--- config.mk ---
export PLATFORM = sky130hd
export DESIGN_NAME = inst_fetch
export DESIGN_NICKNAME = d
export VERILOG_FILES = /design/src/rtl/inst_fetch.sv
export SDC_FILE = /design/constraint.sdc
export NUM_CORES = 1
export LEC_CHECK = 0
export BUFFER_PORTS_ARGS = -buffer_cell sky130_fd_sc_hd__buf_2
export CAP_MARGIN = 20
export CORE_ASPECT_RATIO = 0.8
export CORE_UTILIZATION = 52
export DETAILED_ROUTE_END_ITERATION = 16
export GPL_TIMING_DRIVEN = 0
export PLACE_DENSITY = 0.9
export REMOVE_ABC_BUFFERS = 1
export SYNTH_ARGS = -nofsm -noshare
export SYNTH_HDL_FRONTEND = slang
export SYNTH_SLANG_ARGS = --single-unit
--- constraint.sdc ---
create_clock -name clk -period 5.75 [get_ports clk]
set_clock_uncertainty 0.2 [all_clocks]
set_input_delay 1.4375 -clock clk [delete_from_list [all_inputs] [get_ports clk]]
set_output_delay 1.4375 -clock clk [all_outputs]
set_load 0.02 [all_outputs]
--- src/rtl/inst_fetch.sv ---
// Instruction fetch stage: owns the PC and the instruction register, stalls
// the core while the instruction memory is not ready, and decodes the IR
// into its register and function fields.
module inst_fetch #(
  parameter logic [31:0] RESET_PC = 32'h0000_0000,
  parameter logic [31:0] NOP_INST = 32'h0000_0013
) (
  input  logic        clk,
  input  logic        rst,
  input  logic [1:0]  pc_sel,
  input  logic [1:0]  inst_sel,
  input  logic [31:0] alu_result,
  input  logic [31:0] imem_rdata,
  input  logic        imem_ready,
  output logic [31:0] imem_addr,
  output logic [31:0] pc,
  output logic [31:0] pc_plus4,
  output logic [4:0]  opcode,
  output logic [2:0]  func3,
  output logic [6:0]  func7,
  output logic [4:0]  rd,
  output logic [4:0]  rs1,
  output logic [4:0]  rs2,
  output logic [31:0] ir,
  output logic        hold,
  output logic        illegal,
  output logic        misalign_err,
  output logic [31:0] instret
);

  localparam logic [1:0] PC_P4  = 2'd0;
  localparam logic [1:0] PC_ALU = 2'd1;
  localparam logic [1:0] PC_OLD = 2'd2;
  localparam logic [1:0] PC_M4  = 2'd3;

  localparam logic [1:0] INST_MEM = 2'd0;
  localparam logic [1:0] INST_NOP = 2'd1;

  logic [31:0] pc_next;

  // Stall only when we actually want a memory word and it is not there yet;
  // reset does not mask this, the core sees the raw memory handshake.
  always_comb begin
    hold = (inst_sel == INST_MEM) && !imem_ready;
  end

  // Next-PC mux; arithmetic wraps naturally at 32 bits.
  always_comb begin
    pc_next = pc;
    case (pc_sel)
      PC_P4:   pc_next = pc + 32'd4;
      PC_ALU:  pc_next = {alu_result[31:2], 2'b00};
      PC_OLD:  pc_next = pc;
      PC_M4:   pc_next = pc - 32'd4;
      default: pc_next = pc;
    endcase
  end

  // PC, IR, retire counter and sticky misalignment flag; PC and IR move on the
  // same edge so IR always holds the word fetched from the previous PC.
  always_ff @(posedge clk) begin
    if (rst) begin
      pc           <= RESET_PC;
      ir           <= NOP_INST;
      instret      <= 32'd0;
      misalign_err <= 1'b0;
    end else if (!hold) begin
      pc <= pc_next;
      case (inst_sel)
        INST_MEM: ir <= imem_rdata;
        INST_NOP: ir <= NOP_INST;
        default:  ir <= ir;
      endcase
      if (inst_sel == INST_MEM)
        instret <= instret + 32'd1;
      if ((pc_sel == PC_ALU) && (alu_result[1:0] != 2'b00))
        misalign_err <= 1'b1;
    end
  end

  // Register-only decode and address outputs.
  always_comb begin
    imem_addr = pc;
    pc_plus4  = pc + 32'd4;
    opcode    = ir[6:2];
    func3     = ir[14:12];
    func7     = ir[31:25];
    rd        = ir[11:7];
    rs1       = ir[19:15];
    rs2       = ir[24:20];
    illegal   = (ir[1:0] != 2'b11);
  end

endmodule

Yosys cells after proc, flatten, opt, wreduce, memory -nomap -nowiden

Index checks and enable logic that the tools add are counted.

Add/sub/neg operators: 3
Equality and inequality tests: 5
Muxes and demuxes: 2
Bitwise gates (word level): 2
Reduce and logical (&&, ||, !) cells: 11

Operators with widths:

| kind                                                                 | number |
|---|---|
| 32-bit one-hot mux with 3 select lines                               | 1 |
| 32-bit one-hot mux with 2 select lines                               | 1 |
| 32-bit by 1-bit adder with 32-bit output, second input constant      | 1 |
| 32-bit by 3-bit adder with 32-bit output, second input constant      | 1 |
| 32-bit by 3-bit subtractor with 32-bit output, second input constant | 1 |
| 2-bit AND reduction                                                  | 4 |
| 2-bit by 1-bit == test with 1-bit output, second input constant      | 2 |
| 2-bit == test, second input constant                                 | 2 |
| 2-bit logical NOT                                                    | 2 |
| 2-bit nonzero test                                                   | 2 |
| 1-bit logical AND                                                    | 2 |
| 2-bit inequality test, second input constant                         | 1 |
| 1-bit NOT                                                            | 2 |
| 1-bit logical NOT                                                    | 1 |

Bits in registers: 97
Logic and storage cells: 27

Longest topological paths before layout

Word-level depth: 4
Mapped depth: 10

Worst setup path after synthesis

OpenSTA, ideal clock, no wires.

Kind: input-to-output
From: in inst_sel[0]
To: out hold
Data arrival time: 2.293 ns
Data required time: 4.113 ns
Setup slack: 1.819 ns
Stages on the path: 3
Buffers on the path: 1
Path through: or3_1 inv_1 clkbuf_1

Word-level cells in the longest chain between the ends: 2

RTL lines:

| item              | line | RTL |
|---|---|---|
| start, declared   | 11   | `input logic [1:0] inst_sel,` |
| 2-bit logical NOT | 44   | `hold = (inst_sel == INST_MEM) && !imem_ready;` |
| 1-bit logical AND | 44   |  |
| end, declared     | 25   | `output logic hold,` |

No other way between the ends.

Final worst setup path

From: in pc_sel[1]
To: reg pc[19], in the netlist imem_addr[19]

Word-level cells in the longest chain between the ends: 3
Elaborated cells on any way between the ends: 7
Those cells by class: eq/ne: 3; mux: 1; bitwise: 1; reduce/logical: 2

RTL lines:

| item                                                                                           | line | RTL |
|---|---|---|
| start, declared                                                                                | 10   | `input logic [1:0] pc_sel,` |
| parallel branches: the longest is 3 deep, another holds 32-bit one-hot mux with 3 select lines | n/a  |  |
| end signal, assigned                                                                           | 68   | `pc <= pc_next;` |
| end, declared                                                                                  | 16   | `output logic [31:0] pc,` |

Several ways; the timed one is not identified.
A chain may end at the register's enable or synchronous reset.

==> impl_metrics.yaml <==
run_status:
  status: "finished clean"
global_route:
  antenna_found_initial: 0
  grt_max_degree: 86
  grt_pass1_wl_mm: 28.95
  grt_overflow: 0
  grt.total_usage: 0.3023
  grt_pass1_vias: 5762
routing:
  drt-total-wl_mm: 18.77
  drc_errors: 0
  drtPass1Iterations: 5
  antenna_left: 0
  vias: 6605
  wl_per_cell_um: 17.21
  drt-initial-drc-count: 678
  vias_per_cell: 6.054
sta:
  setup_violations: 0
  period_share: 0.8048
  timing.fmax_mhz: 216.1
  finalSetupTns_ns: 0
  holdWs_ns: 0.2418
  min_period_ns: 4.628
  finalHoldViolCount: 0
  rsz0062_at_grt: "no"
  slew_violations: 0
  slew_headroom: 0.3399
  tightest_slew_ns: 0.9902
pwr:
  p_clk_frac: 0.385
  power.share.switching: 0.3131
  p_seq_frac: 0.389
  power_uw: 1899
  p_int_uw: 1304
  combPwrFrac: 0.226
  p_leak_uw: 0.003269
  ir_drop_uv: 182.9
  cellPowerDensity_nw_per_um2: 265.1
  p_switching_uw: 594.6
clocking:
  cts_inserted_buffers: 9
  clock_tree.root_cell: "clkbuf_16"
  clk_pin_slew_ns: 0.07
  cts.sinks: 95
  tritoncts: "built"
  clock_latency_ns: 0.33
  postCtsSetupBuffers: 0
  cts_max_level: 3
  post_cts_resized: 0
  holdBufCountCts: 0
  cts_buffer_depth: 2
placed_design:
  place.gp.congestion: 0.9347
  dp_hpwl_mm: 13.30
  place_area_sq_um: 6794
  portBuffers: 257
  dpl.cell_count: 1075
floorplan:
  start_util: 0.5429
  die_area_sq_um: 11980
  core-area_sq_um: 11060
  ios: 264
  die_h_um: 98.12
  rows: 34
  die_w_um: 122.1
yosys:
  async_flop_share: 0
  seq_area_frac_synth: 0.3167
  yosysTopAreaCellShare: 0.3167
  ys.flop_type: "dfxtp_1"
  ys_types: 59
  synth-seq-cells: 95
  syn_area_per_cell_sq_um: 7.562
  yosys-top-cells-area: "dfxtp_1 (32%), buf_4 (8.3%), nor2_1 (5.7%)"
  synth_edf_count: 0
  syn_area_sq_um: 6005
  yosysTopAreaCell: "dfxtp_1"
  postSynthCellCount: 794
  yosys_warnings: 0
final_layout:
  fillers: 1025
  area_delta_synth_final_pct: 19.32
  design_area_sq_um: 7164
  final_cells: 1091
  nets: 1017
  drive_gt1_frac: 0.3115
  antennaDiodeCount: 0
setup_path:
  worstPathCellList: "buf_2 -> clkinv_1 -> nor2_1 -> nand3_1 -> a31oi_1 -> o221ai_1 -> a31oi_1"
  worstPathArrival_ns: 4.68
  cpLargestDelayFamily: "buffers and inverters"
  crit_path_frequent_cell: "a31oi_1"
  max_stage_delay_ns: 1.05
  critPathKind: "input port to register"
  crit_fanout: 30
  cp_num_buf_inv: 2
  critPathRequiredTime_ns: 5.80
  crit_path_top_delay_cell: "nor2_1"
  setup.worst_path.end_class: "register"
  cp-start-kind: "input port"
hold_path:
  hp-class: "register to register"
flow_run:
  cap_violations: 0
-- flip-flops by register name, summed over array words and instances (netlist names) --
register,flops
instret,32
misalign_err,1
imem_addr,30
ir,32
-- worst register-to-register path: stages, from the launching register on --
cell and delay (ns):
dfxtp_1 0.40, inv_1 0.11, ha_1 0.21, or4b_1 0.66, or4_4 0.65, nor4_4 0.29
xor2_1 0.13, o2111a_1 0.25, a221o_2 0.29
-- cell type report --
| type | instances | area, sq um | share of cell area |
|---|---|---|---|
| inverters | 15 | 56.30 | 0.007859 |
| well taps | 144 | 180.2 | 0.02515 |
| clock buffers | 9 | 225.2 | 0.03144 |
| repair buffers | 264 | 1353 | 0.1888 |
| multi-input cells | 558 | 3308 | 0.4618 |
| flip-flops and latches | 95 | 1902 | 0.2655 |
| clock inverters | 6 | 140.1 | 0.01956 |
-- power groups by stage --
stage	registers, uW	clock network (uW)	logic [uW]
CTS	736	745	419
floorplan	798	0	202
detailed placement	751	0	418
global placement	750	0	406
global route	743	775	459
finish	738	731	430
-- worst paths after layout --
check,from,depth (start not counted),end,slack [ns]
worst max-delay path,pc_sel[1],7,imem_addr[19],1.12
worst min-delay path,misalign_err,2,misalign_err,0.24
worst max register to register,imem_addr[2],8,imem_addr[30],2.45
worst min register to register,misalign_err,2,misalign_err,0.24
-- cell families (layout without fill, tap and decap cells) --
group                      after synthesis  in the layout  synth area share
and+or+nand+nor                        287            287            0.2409
AOI/OAI and AO/OA                      212            212            0.2250
buffers and inverters                  146            294            0.1375
DFF                                     95             95            0.3167
xor gates and xnor gates                50             50           0.07293
adders and majority gates                3              3          0.006252
other                                    1              6         0.0006245
-- per-stage QoR --
step | setup WS, ns | utilization
2_1_floorplan | 0.8339 | -
3_3_place_gp | -0.4666 | 0.6076
3_5_place_dp | 1.028 | 0.6143
4_1_cts | 1.188 | 0.6473
5_1_grt | 0.9404 | 0.6477
6_report | 1.122 | 0.6477
-- cells in the mapped netlist, types with 4 or more instances --
library cell	n
a211o_1	5
a211oi_1	7
a21oi_1	52
a22oi_1	33
a31oi_1	9
a32oi_1	5
and3_1	7
and4_1	10
buf_2	6
buf_4	66
clkbuf_1	53
dfxtp_1	95
inv_1	14
nand2_1	52
nand3_1	29
nand4_1	23
nor2_1	91
nor3_1	17
nor4_1	13
o211ai_1	5
o21ai_0	59
o22ai_1	7
or2_2	4
or3_1	21
or4_1	6
xnor2_1	30
xor2_1	20
-- layout by cell type (no fill, tap or decap), types with 7 or more instances in the layout --
cell type,synthesis,layout
a211oi_1,7,7
a21oi_1,52,51
a22oi_1,33,33
a31oi_1,9,9
and3_1,7,7
and4_1,10,10
buf_2,6,258
clkbuf_16,0,9
dfxtp_1,95,95
inv_1,14,14
nand2_1,52,52
nand3_1,29,29
nand4_1,23,23
nor2_1,91,91
nor3_1,17,17
nor4_1,13,13
o21ai_0,59,58
o22ai_1,7,7
or3_1,21,21
xnor2_1,30,30
xor2_1,20,20
-- per-layer routing --
layer / up-vias / part of all wire / global-route usage
li1: 3085 / - / -
met1: 3006 / 0.40 / 0.4113
met2: 469 / 0.46 / 0.4520
met3: 45 / 0.12 / 0.07769
met4: 0 / 0.023 / 0.1248
met5: - / 0 / 0
Note: power is estimated with default switching activity, not from simulation.
